--- src/rtl/alu_pkg.sv ---
// Shared ALU definitions used by the ALU result FIFO.
//   alu_result_t       : one ALU result, {cout, z}
//   ALU_W              : ALU data width
//   ALU_RES_FIFO_DEPTH : default result FIFO depth
//   result_parity()    : even parity over a result, used when the FIFO is
//                        built with ALU_RESULT_FIFO_PARITY_EN
package alu_pkg;

    localparam int ALU_W              = 8;
    localparam int ALU_RES_FIFO_DEPTH = 4;

    typedef struct packed {
        logic             cout;
        logic [ALU_W-1:0] z;
    } alu_result_t;

    function automatic logic result_parity(input alu_result_t r);
        return ^r;
    endfunction

endpackage

--- src/rtl/alu_result_fifo_if.sv ---
// Push/stop handshake bundle for alu_result_fifo.
//   Input side : pushin, z_in, cout_in (to FIFO), stopout (from FIFO)
//   Output side: pushout, z_out, cout_out, count (from FIFO), stopin (to FIFO)
//   par_out exists only when ALU_RESULT_FIFO_PARITY_EN is defined.
// Modports: slave = the FIFO, master = the surrounding ALU/consumer logic.
interface alu_result_fifo_if import alu_pkg::*; #(
    parameter int DEPTH = ALU_RES_FIFO_DEPTH
);
    localparam int CNT_W = $clog2(DEPTH) + 1;

    logic             pushin;
    logic             stopout;
    logic [ALU_W-1:0] z_in;
    logic             cout_in;
    logic             pushout;
    logic             stopin;
    logic [ALU_W-1:0] z_out;
    logic             cout_out;
    logic [CNT_W-1:0] count;
`ifdef ALU_RESULT_FIFO_PARITY_EN
    logic             par_out;

    modport slave (
        input  pushin, z_in, cout_in, stopin,
        output stopout, pushout, z_out, cout_out, count, par_out
    );
    modport master (
        output pushin, z_in, cout_in, stopin,
        input  stopout, pushout, z_out, cout_out, count, par_out
    );
`else
    modport slave (
        input  pushin, z_in, cout_in, stopin,
        output stopout, pushout, z_out, cout_out, count
    );
    modport master (
        output pushin, z_in, cout_in, stopin,
        input  stopout, pushout, z_out, cout_out, count
    );
`endif

endinterface

--- src/rtl/alu_fifo_mem.sv ---
// Result storage for alu_result_fifo: DEPTH x WIDTH register array,
// one synchronous write port, one asynchronous (show-ahead) read port.
//   clk   : write clock
//   we    : write enable
//   waddr : write address
//   wdata : write data
//   raddr : read address
//   rdata : read data (combinational from raddr)
// Contents are intentionally not reset.
module alu_fifo_mem #(
    parameter int DEPTH = 4,
    parameter int WIDTH = 9,
    parameter int AW    = $clog2(DEPTH)
) (
    input  logic             clk,
    input  logic             we,
    input  logic [AW-1:0]    waddr,
    input  logic [WIDTH-1:0] wdata,
    input  logic [AW-1:0]    raddr,
    output logic [WIDTH-1:0] rdata
);

    logic [WIDTH-1:0] mem [DEPTH];

    always_ff @(posedge clk) begin
        if (we) begin
            mem[waddr] <= wdata;
        end
    end

    assign rdata = mem[raddr];

endmodule

--- src/rtl/alu_result_fifo.sv ---
// alu_result_fifo: buffers ALU results {cout, z} between the ALU and its
// consumer using the push/stop handshake on both sides.
//   clk : rising-edge clock
//   rst : asynchronous, active-low reset (clears pointers and count)
//   bus : alu_result_fifo_if.slave
//         pushin/z_in/cout_in in, stopout out (upstream side)
//         pushout/z_out/cout_out/count out, stopin in (downstream side)
// Optional build macro ALU_RESULT_FIFO_PARITY_EN adds a stored even-parity
// bit per entry and the par_out port on the interface.
// Flags are decoded from the registered count only, so stopout/pushout
// never depend combinationally on pushin/stopin.
module alu_result_fifo import alu_pkg::*; #(
    parameter int DEPTH = ALU_RES_FIFO_DEPTH,
    parameter int CNT_W = $clog2(DEPTH) + 1
) (
    input logic              clk,
    input logic              rst,
    alu_result_fifo_if.slave bus
);

    localparam int AW = $clog2(DEPTH);
`ifdef ALU_RESULT_FIFO_PARITY_EN
    localparam int ENTRY_W = ALU_W + 2;
`else
    localparam int ENTRY_W = ALU_W + 1;
`endif
    localparam logic [CNT_W-1:0] FULL_CNT = CNT_W'(DEPTH);

    logic [AW-1:0]      wr_ptr;
    logic [AW-1:0]      rd_ptr;
    logic [CNT_W-1:0]   count_q;
    logic               full;
    logic               empty;
    logic               wr_en;
    logic               rd_en;
    alu_result_t        in_res;
    alu_result_t        head_res;
    logic [ENTRY_W-1:0] wr_entry;
    logic [ENTRY_W-1:0] rd_entry;

    assign full  = (count_q == FULL_CNT);
    assign empty = (count_q == '0);

    // A full FIFO refuses writes even when a read frees a slot this edge.
    assign wr_en = bus.pushin && !full;
    assign rd_en = !empty && !bus.stopin;

    assign in_res = '{cout: bus.cout_in, z: bus.z_in};
`ifdef ALU_RESULT_FIFO_PARITY_EN
    assign wr_entry = {result_parity(in_res), in_res};
`else
    assign wr_entry = in_res;
`endif

    alu_fifo_mem #(
        .DEPTH (DEPTH),
        .WIDTH (ENTRY_W),
        .AW    (AW)
    ) u_mem (
        .clk   (clk),
        .we    (wr_en),
        .waddr (wr_ptr),
        .wdata (wr_entry),
        .raddr (rd_ptr),
        .rdata (rd_entry)
    );

    assign head_res = rd_entry[ALU_W:0];

    // Pointers are AW bits wide; DEPTH is a power of two so they wrap freely.
    always_ff @(posedge clk or negedge rst) begin
        if (!rst) begin
            wr_ptr  <= '0;
            rd_ptr  <= '0;
            count_q <= '0;
        end else begin
            if (wr_en) begin
                wr_ptr <= wr_ptr + 1'b1;
            end
            if (rd_en) begin
                rd_ptr <= rd_ptr + 1'b1;
            end
            unique case ({wr_en, rd_en})
                2'b10:   count_q <= count_q + 1'b1;
                2'b01:   count_q <= count_q - 1'b1;
                default: count_q <= count_q;
            endcase
        end
    end

    // Head data is masked to zero while empty (storage is never cleared).
    assign bus.pushout  = !empty;
    assign bus.stopout  = full;
    assign bus.z_out    = empty ? '0 : head_res.z;
    assign bus.cout_out = !empty && head_res.cout;
    assign bus.count    = count_q;
`ifdef ALU_RESULT_FIFO_PARITY_EN
    assign bus.par_out  = !empty && rd_entry[ENTRY_W-1];
`endif

endmodule

--- src/flat_wrapper.sv ---
// flat-port wrapper written by rule: the top's interface ports become plain ports
module alu_result_fifo_flat import alu_pkg::*;
#(
    parameter int DEPTH = ALU_RES_FIFO_DEPTH,
    parameter int CNT_W = $clog2(DEPTH) + 1
)
  (clk, rst, bus_pushin, bus_z_in, bus_cout_in, bus_stopin, bus_stopout, bus_pushout, bus_z_out, bus_cout_out, bus_count);
  alu_result_fifo_if #(.DEPTH(DEPTH)) bus_i ();
  input logic clk;
  input logic rst;
  input wire logic [$bits(bus_i.pushin)-1:0] bus_pushin;
  input wire logic [$bits(bus_i.z_in)-1:0] bus_z_in;
  input wire logic [$bits(bus_i.cout_in)-1:0] bus_cout_in;
  input wire logic [$bits(bus_i.stopin)-1:0] bus_stopin;
  output wire logic [$bits(bus_i.stopout)-1:0] bus_stopout;
  output wire logic [$bits(bus_i.pushout)-1:0] bus_pushout;
  output wire logic [$bits(bus_i.z_out)-1:0] bus_z_out;
  output wire logic [$bits(bus_i.cout_out)-1:0] bus_cout_out;
  output wire logic [$bits(bus_i.count)-1:0] bus_count;
  assign bus_i.pushin = bus_pushin;
  assign bus_i.z_in = bus_z_in;
  assign bus_i.cout_in = bus_cout_in;
  assign bus_i.stopin = bus_stopin;
  assign bus_stopout = bus_i.stopout;
  assign bus_pushout = bus_i.pushout;
  assign bus_z_out = bus_i.z_out;
  assign bus_cout_out = bus_i.cout_out;
  assign bus_count = bus_i.count;
  alu_result_fifo #(.DEPTH(DEPTH), .CNT_W(CNT_W)) u_core (.clk(clk), .rst(rst), .bus(bus_i));
endmodule
--- config.mk ---
export PLATFORM = sky130hd
export DESIGN_NAME = alu_result_fifo_flat
export DESIGN_NICKNAME = d
export VERILOG_FILES = /design/src/rtl/alu_pkg.sv /design/src/rtl/alu_result_fifo_if.sv /design/src/rtl/alu_fifo_mem.sv /design/src/rtl/alu_result_fifo.sv /design/src/flat_wrapper.sv
export SDC_FILE = /design/constraint.sdc
export NUM_CORES = 1
export LEC_CHECK = 0
export BUFFER_PORTS_ARGS = -buffer_cell sky130_fd_sc_hd__buf_2
export CORE_UTILIZATION = 50
export CTS_BUF_LIST = sky130_fd_sc_hd__clkbuf_8
export CTS_CLUSTER_DIAMETER = 200
export CTS_CLUSTER_SIZE = 20
export DETAILED_ROUTE_END_ITERATION = 7
export PLACE_DENSITY = 0.76
export SYNTH_ARGS = -nofsm -noshare
export SYNTH_HDL_FRONTEND = slang
export SYNTH_SLANG_ARGS = --single-unit
--- constraint.sdc ---
create_clock -name clk -period 2.5 [get_ports clk]
set_input_delay 0.25 -clock clk [delete_from_list [all_inputs] [get_ports clk]]
set_output_delay 0.25 -clock clk [all_outputs]
set_load 0.005 [all_outputs]
## Yosys cells after proc, flatten, opt, wreduce, memory -nomap -nowiden

Memory sizes are Yosys's and may differ from the RTL's.
Index checks and enable logic that the tools add are counted.

| cells by class | value |
|---|---|
| add/sub/neg operators | 4 |
| multiply operators | 0 |
| divide/modulo/power cells | 0 |
| order comparisons | 0 |
| equal/unequal tests | 3 |
| shift-type cells | 0 |
| muxes and demuxes | 4 |
| bitwise operators | 0 |
| reductions and logical operators | 8 |

Operators by type and width:

| operator | count |
|---|---|
| $mux 8 | 1 |
| $pmux 3 s2 | 1 |
| $add 2x1->2 const B | 2 |
| $add 3x1->3 const B | 1 |
| $eq 3x3->1 const B | 1 |
| $logic_and 1x1->1 | 3 |
| $logic_not 1->1 | 3 |
| $logic_not 3->1 | 1 |
| $sub 3x1->3 const B | 1 |
| $eq 2x1->1 const B | 1 |
| $eq 2x2->1 const B | 1 |
| $mux 1 | 2 |
| $reduce_bool 2->1 | 1 |

| word-level totals | value |
|---|---|
| flip-flop bits (word level) | 7 |
| latch bits | 0 |
| bits in writable memories | 36 |
| ROM bits | 0 |
| logic and storage cells | 23 |
| memories | 1 |

Memory list:

| memory | words | bits a word | rd ports | clocked after Yosys merged registers in | wr ports | RTL line | source |
|---|---|---|---|---|---|---|---|
| u_core.u_mem.mem | 4 | 9 | 1 | 0 | 1 | alu_fifo_mem.sv:23 | `logic [WIDTH-1:0] mem [DEPTH];` |

## Logic depth before layout (Yosys ltp)

Gate-level depths: netlist of run 1.

| depth | value |
|---|---|
| word-level depth | 5 |
| mapped depth | 9 |
| depth with buffers taken out | 9 |

## Hierarchy

Synthesis of run 1 repeated with hierarchy kept, for this count alone.

| unflattened totals | value |
|---|---|
| cell total of the unflattened synthesis | 91 |
| area, all modules | 1749.2 µm² |

Modules (own cells, without submodules):

| module | times used | cells an instance | area an instance (µm²) | seq. area each (µm²) |
|---|---|---|---|---|
| alu_fifo_mem | 1 | 51 | 1331.3 | 1081.0 |
| alu_result_fifo | 1 | 40 | 417.9 | 175.2 |

## Least setup slack after synthesis of run 1

OpenSTA, ideal clock, no wires.

| path | value |
|---|---|
| kind | reg2reg |
| start point | register u_core.count_q[0], in the netlist u_core.bus.count[0] |
| end point | register u_core.count_q[2], in the netlist u_core.bus.count[2] |
| arrival time | 1.809 ns |
| data required time | 2.421 ns |
| slack | 0.612 ns |
| cell stages (with the launch flop) | 10 |
| buffers on the path | 0 |
| period minus slack after synthesis | 1.888 ns |
| cells stage by stage | dfrtp_1 nor3b_4 nor2b_4 inv_2 ha_1 inv_1 fa_1 xor2_1 nor2_1 xor2_1 |

| between the ends | value |
|---|---|
| word-level cells in the longest chain between the ends | 5 |
| elaborated cells on any way between the ends | 12 |
| those cells by class | 2 x add/sub; 3 x eq/ne; 1 x mux; 6 x reduce/logical |

RTL lines:

| what | RTL line | source |
|---|---|---|
| start: declaration | alu_result_fifo.sv:31 | `logic [CNT_W-1:0] count_q;` |
| start signal: assignment | alu_result_fifo.sv:84 | `2'b10: count_q <= count_q + 1'b1;` |
| start signal: assignment | alu_result_fifo.sv:85 | `2'b01: count_q <= count_q - 1'b1;` |
| start signal: assignment | alu_result_fifo.sv:86 | `default: count_q <= count_q;` |
| $eq 3x3->1 (*) | alu_result_fifo.sv:41 | `assign full = (count_q == FULL_CNT);` |
| via bus_stopout | flat_wrapper.sv:15 | `output wire logic [$bits(bus_i.stopout)-1:0] bus_stopout;` |
| $logic_not 1->1 (*) | alu_result_fifo.sv:45 | `assign wr_en = bus.pushin && !full;` |
| $logic_and 1x1->1 (*) | alu_result_fifo.sv:45 |  |
| $eq 2x1->1 / $eq 2x2->1 (equally long branches) | alu_result_fifo.sv:83 | `unique case ({wr_en, rd_en})` |
| $pmux 3 s2 / $reduce_bool 2->1 (equally long branches) | - |  |

Mark *: on every way through the listed nets, which the timed path passes. The rest lies on a longest branch.
A chain may end at the register's enable or synchronous reset.

## Worst setup path after layout of run 1

| path | value |
|---|---|
| start point | register u_core.rd_ptr[0] |
| end point | output port bus_z_out[0] |

| between the ends | value |
|---|---|
| word-level cells in the longest chain between the ends | 2 |

RTL lines:

| what | RTL line | source |
|---|---|---|
| start: declaration | alu_result_fifo.sv:30 | `logic [AW-1:0] rd_ptr;` |
| start signal: assignment | alu_result_fifo.sv:81 | `rd_ptr <= rd_ptr + 1'b1;` |
| $mem_v2 4x9 | - |  |
| $mux 8 | alu_result_fifo.sv:94 | `assign bus.z_out = empty ? '0 : head_res.z;` |
| end: declaration | flat_wrapper.sv:17 | `output wire logic [$bits(bus_i.z_out)-1:0] bus_z_out;` |

Every way passes these cells.

==> results of run 1 <==
[placed cells by master, fill, tap and decap left out, drive strengths merged]
cell          n
nor3b         2
nor2          2
clkbuf        5
xor2          4
inv           7
clkinv        2
xnor2         2
edfxtp       36
buf          28
mux2          1
mux4          9
bufinv        1
and2          4
nor2b        10
dfrtp         7
o21ai         1
nand2         1
fa            1
nor3          1
ha            5
dlygate4sd3   1
[stage by stage]
step | instance area (sq um) | worst slack [ns]
after global routing | 2180 | 0.259
after CTS | 2180 | 0.323
after floorplan | 1880 | 0.612
after detailed placement | 2060 | 0.482
after global placement | 2060 | 0.592
final | 2180 | 0.359
[synth_stat cells]
cell,n,share of area
xor2_1,4,0.019
buf_4,1,0.0040
nor2b_1,1,0.0033
buf_6,1,0.0060
nor3_2,1,0.0053
nor2b_4,9,0.066
mux4_2,8,0.096
inv_2,2,0.0040
clkbuf_2,1,0.0027
ha_1,5,0.033
mux2_4,1,0.0080
edfxtp_1,36,0.58
fa_1,1,0.011
nor2_1,2,0.0040
inv_1,5,0.010
nand2_1,1,0.0020
o21ai_1,1,0.0027
nor3b_2,1,0.0067
dfrtp_1,7,0.093
and2_1,4,0.013
nor3b_4,1,0.010
xnor2_1,2,0.0093
mux4_1,1,0.014
[what timing repair did]
action / in CTS / in global routing
hold buffers: 1 / 0
buffers inserted: 0 / 0
endpoints found under the hold margin: 7 / 0
[report_power, final]
group	total (mW)	switching (mW)	internal, mW
sequential	1.12	0.150	0.969
clock	0.537	0.240	0.297
combinational	0.964	0.408	0.556
total	2.62	0.798	1.82
[sequential cells by signal, summed over array words and instances, names as in the netlist]
register,cells
u_core.u_mem.mem,36
u_core.bus.count,3
u_core.rd_ptr,2
u_core.wr_ptr,2
[layout make-up]
type / instances / area [sq um]
Inverter: 7 / 26.3
Clock inverter: 3 / 43.8
Tap cell: 46 / 57.6
Timing Repair Buffer: 29 / 155
Sequential cell: 43 / 1260
Fill cell: 264 / 1280
Multi-Input combinational cell: 43 / 576
Clock buffer: 5 / 68.8
[worst paths after layout]
path / startpoint / endpoint / depth (start not counted)
worst max-delay path: u_core.rd_ptr[0] / bus_z_out[0] / 4
worst min-delay path: bus_z_in[3] / u_core.u_mem.mem[3][3] / 1
worst max register to register: u_core.bus.count[0] / u_core.bus.count[2] / 9
worst min register to register: u_core.wr_ptr[1] / u_core.wr_ptr[1] / 1
max in group asynchronous: rst / u_core.bus.count[0] / 2
min in group asynchronous: rst / u_core.rd_ptr[0] / 2
[kinds of logic (layout without fill, tap and decap cells)]
logic type | count (synthesis) | in the layout | share of synthesized area
mux | 10 | 10 | 0.118
simple gates | 20 | 20 | 0.111
buf+inv | 10 | 44 | 0.0267
fa+ha+maj | 6 | 6 | 0.0440
compound gates | 1 | 1 | 0.00267
xor+xnor | 6 | 6 | 0.0280
flops | 43 | 43 | 0.670
[metal layers]
metal	vias up	part of all wire	global-route usage
li1	417	-	-
met1	456	0.40	0.199
met2	21	0.54	0.297
met3	5	0.041	0.0543
met4	0	0.019	0.0852
met5	-	0	0
==> metrics.cfg, run 1 <==
[status]
status=finished, final reports clean

[cts]
cts_buffers=5
insertion_delay_ns=0.30
cts_buffer_depth=2
clk_pin_slew_ns=0.08
cts_tree=yes
cts_sinks=43
cts_resized=0
cts_root_buf=clkbuf_8
htreeDepth=2

[critical_path]
start_kind=flop
critPathKind=flop to output port
worstPathCellList=buf_4 > mux4_2 > nor2b_4 > buf_2
crit_arrival_ns=1.89
cp-end-kind=output port
crit_fanout=7
regToRegSetupSlack_ns=0.49
cp_data_required_time_ns=2.25
crit_family=flip-flops
cp_slowest_cell=dfrtp_1
cp_num_buf_inv=2
slowest_delay_ns=0.56

[worst_hold_path]
holdCritPathClass=input port to flop

[timing]
finalHoldViolations=0
finalSetupViolCount=0
fmax_mhz=467
relSlewSlack=0.674
rsz0062_at_grt=no
holdWs_ns=0.162
period_minus_slack_ns=2.14
tightest_slew_ns=0.489
finClkSkew_ns=0.00601
finalCritPeriodShare=0.856
fin_tns_setup_ns=0
final_max_slew_viol_count=0

[placed_design]
globalplace.congestion=0.756
portBuffers=26
hpwl_microns=2040
dp_cells=167

[final_layout]
fin_nets=148
syn2layout_area_growth_pct=16.4
drive_gt1_frac=0.454
antennaDiodeCount=0
stdcell_count=176
post-route-util=0.630

[yosys]
yosysWarningCount=0
netlist_instances=96
avgSynthCellArea_sq_um=19.5
syn_area_sq_um=1880
synth_fp_nets=115
yosysUniqueCellTypes=23
yosysSeqAreaShare=0.670
ys_ff_latch=43

[die]
start_util=0.541
dieArea_sq_um=4000
die_h_microns=63.2
rows=21
core_area_sq_um=3470
ios=27
die_w_microns=63.2

[pwr]
fin_total_pwr_mw=2.62
p_per_area_nw_per_um2=1200
leakagePower_nw=0.863
irDropWorstVdd_uv=772

[flow_run]
maxCapViolations=0

[routing]
avgRoutedWirePerCell_microns=16.7
vias=899
drc_errors=0
viasPerCell=5.11
routed_wl_microns=2940
drt_iter0_markers=23
dr.pass1.iters=4
ant_nets=0

[global_routing]
overflow=0
grt_pass1_wl_microns=4790
grtUsageTotal=0.175
grt_max_degree=15
grt_pass1_vias=953
antenna_found_initial=0

No activity file was read; power rests on OpenSTA's default activity.
==> run 2: changes to the inputs <==
--- a/config.mk
+++ b/config.mk
@@ -11,7 +11,8 @@
 export CTS_CLUSTER_DIAMETER = 200
 export CTS_CLUSTER_SIZE = 20
 export DETAILED_ROUTE_END_ITERATION = 7
-export PLACE_DENSITY = 0.76
+export PLACE_DENSITY = 0.77
 export SYNTH_ARGS = -nofsm -noshare
 export SYNTH_HDL_FRONTEND = slang
+export SYNTH_HIERARCHICAL = 1
 export SYNTH_SLANG_ARGS = --single-unit
==> run 2 against run 1 <==
  * Synthesized area shrank 6.7%
  * Cell count decreased by 2.3%
  * Total power decreased by 13%
  * Register-to-register slack hardly changed
  * Maximum frequency rose by 1.2%
  * Clock skew is 0.0017 ns lower
  * Worst hold slack improved by 0.0070 ns
  * Count of clock-buffer cells in the layout stayed put
  * Clock power down 25%
  * Sequential cell count did not move
  * Non-clock buffer count is 1 higher
  * Global-route usage is 0.49 points lower
  * Critical endpoint is now bus_z_out[7]
  * Largest cell class unchanged
  * Largest power group unchanged
  * Highest routed layer unchanged
==> metrics.cfg, run 2 <==
[status]
status=finished, final reports clean

[final_layout]
fill_cells=268  ; +1.5%
fin_nets=140  ; -5.4%
design_area_sq_um=2030  ; -7.0%
final_cell_mix=edfxtp_1, buf_2, nor2b_1, mux4_2, dfrtp_1
drive_gt1_frac=0.373  ; -0.0808
largest-register=u_core/u_mem/mem
stdcell_count=172  ; -2.3%
syn2layout_area_growth_pct=16.0
largest_reg_flops=36  ; unchanged
antennaDiodeCount=0  ; unchanged
layout_commonest_cell=edfxtp_1

[yosys]
netlist_instances=91  ; -5.2%
synth-edff-count=36  ; unchanged
yosysSeqAreaShare=0.718  ; +0.0484
ys_top_cells_by_area=edfxtp_1, mux4_2, dfrtp_1, nor2b_1, xor2_1
async_reset_ff_frac=0.163  ; unchanged
yosys.area.top_type_share=0.618  ; +0.0416
synth_common_cells=edfxtp_1, mux4_2, nor2b_1
yosysUniqueCellTypes=21  ; -8.7%
avgSynthCellArea_sq_um=19.2  ; -1.6%
synth_fp_nets=106  ; -7.8%
ys.flop_type=edfxtp_1
yosys.area.top_type=edfxtp_1
synth.most_common_cell=edfxtp_1
syn_area_sq_um=1750  ; -6.7%
yosysWarningCount=6  ; +6
ys_ff_latch=43  ; unchanged

[die]
ios=27  ; unchanged
rows=21  ; unchanged
die_w_microns=61.1  ; -3.3%
dieArea_sq_um=3740  ; -6.5%
start_util=0.524  ; -0.0166
core_area_sq_um=3340  ; -3.8%
die_h_microns=61.1  ; -3.3%

[pwr]
p_per_area_nw_per_um2=1130  ; -6.1%
fin_total_pwr_mw=2.29  ; -13%
p_sw_frac=0.302  ; -0.00299
p_int_mw=1.60  ; -12%
pwr-share-seq=0.485  ; +0.058
p_comb_frac=0.339  ; -0.029
clkPwrFrac=0.177  ; -0.028
p_sw_mw=0.690  ; -14%
irDropWorstVdd_uv=535  ; -31%
leakagePower_nw=0.775  ; -10%

[global_routing]
grtUsageTotal=0.170  ; -0.00488
grt_max_degree=14  ; -1
antenna_found_initial=0  ; unchanged
grt_pass1_wl_microns=4080  ; -15%
overflow=0  ; unchanged
grt_pass1_vias=847  ; -11%

[critical_path]
critPathKind=flop to output port
cp-end-kind=output port
cp_data_required_time_ns=2.25  ; about the same
reg2reg_from=u_core/bus.count[0]
crit_fanout=6  ; -1
start_kind=flop
cp-startpoint=u_core/rd_ptr[0]
crit_arrival_ns=1.87  ; -0.02 ns

[timing]
relSlewSlack=0.679  ; +0.00467
tightest_slew_ns=0.482  ; -0.00700 ns
finClkSkew_ns=0.00435  ; -0.00167 ns
finalHoldViolations=0  ; unchanged
final_max_slew_viol_count=0  ; unchanged
rsz0062_at_grt=no
finalSetupViolCount=0  ; unchanged
fmax_mhz=473  ; +1.2%
finalCritPeriodShare=0.846  ; -0.0104
period_minus_slack_ns=2.12  ; -0.0259 ns
fin_tns_setup_ns=0  ; unchanged

[cts]
cts_tree=yes
cts_root_buf=clkbuf_8
cts_sinks=43  ; unchanged
cts_setup_buffers=0  ; unchanged
clk_pin_slew_ns=0.08  ; about the same
cts_buffers=5  ; unchanged
insertion_delay_ns=0.29  ; about the same
cts_buffer_depth=2  ; unchanged
htreeDepth=2  ; unchanged

[routing]
drt_iter0_markers=13  ; -43%
drc_errors=0  ; unchanged
dr.pass1.iters=3  ; -1
viasPerCell=4.98  ; -2.6%
avgRoutedWirePerCell_microns=15.4  ; -7.7%
ant_nets=0  ; unchanged
vias=856  ; -4.8%
routed_wl_microns=2650  ; -9.8%

[worst_hold_path]
min_from=bus_z_in[3]
holdCritPathClass=input port to flop

[placed_design]
postPlaceCellArea_sq_um=1940  ; -6.0%
globalplace.congestion=0.805  ; +6.5%
hpwl_microns=1860  ; -9.0%
dp_cells=163  ; -2.4%
portBuffers=26  ; unchanged

[flow_run]
maxCapViolations=0  ; unchanged

run 2: cell count changes in the layout (fill, tap and decap cells not counted), moves of 2 or more:
cell,change
nor2b_4,-9
nor2b_1,+8
and2_1,-4
ha_1,-4
and3b_1,+2
inv_2,-2
nor3b_1,+2
run 2: cells by family (layout without fill, tap and decap cells):
family        count (synthesis)  in the layout  share of synthesized area
flops                        43             43                      0.718
simple gates                 21             21                     0.0837
mux                          10             10                      0.122
buf+inv                       8             43                     0.0229
xor+xnor                      7              7                     0.0351
fa+ha+maj                     2              2                     0.0186
run 2: layout make-up:
type                            instances  area, sq um  share of cell area
Sequential cell                        43         1260               0.619
Multi-Input combinational cell         40          453               0.223
Clock buffer                            5         68.8              0.0339
Tap cell                               46         57.6              0.0284
Inverter                                5         18.8             0.00925
Clock inverter                          3         12.5             0.00617
Timing Repair Buffer                   30          163              0.0801
run 2: timing repair:
item,4_1_cts,5_1_grt
endpoints found under the hold margin,7,0
setup endpoints to repair,0,0
gates resized for setup,0,0
hold buffers,1,0
run 2: routing by layer:
metal  global-route usage  vias to the layer above  share of wire
li1                     -                      408              -
met3               0.0777                        5          0.052
met5                    0                        -              0
met4               0.0779                        0          0.018
met1                0.182                      425           0.38
met2                0.287                       18           0.55
run 2: critical path, stage by stage, from the launching register on:
cell and delay (ns):
dfrtp_1 0.56, buf_4 0.25, mux4_2 0.50, nor2b_1 0.15
buf_2 0.12
run 2: stage by stage:
step	setup WS, ns	hold WS [ns]	utilization
2_1_floorplan	0.538	-0.0456	-
3_3_place_gp	0.602	0.0917	0.581
3_5_place_dp	0.499	0.0910	0.581
4_1_cts	0.330	0.159	0.608
5_1_grt	0.239	0.150	0.608
6_report	0.385	0.169	0.608
run 2: final timing paths:
kind | end | slack, ns | cells past startpoint
setup / recovery | bus_z_out[7] | 0.38 | 4
hold / removal | u_core/u_mem/mem[3][3] | 0.17 | 1
setup reg to reg | u_core/bus.count[2] | 0.49 | 8
hold reg to reg | u_core/wr_ptr[1] | 0.52 | 1
max in group asynchronous | u_core/bus.count[0] | 2.03 | 2
min in group asynchronous | u_core/rd_ptr[0] | 0.32 | 2
run 2: power by group through the flow:
stage	Combinational, mW	Sequential, mW	Clock (mW)
global placement	0.775	1.11	0
global route	0.883	1.14	0.443
detailed placement	0.786	1.13	0
CTS	0.792	1.12	0.415
floorplan	0.573	1.06	0
finish	0.775	1.11	0.404
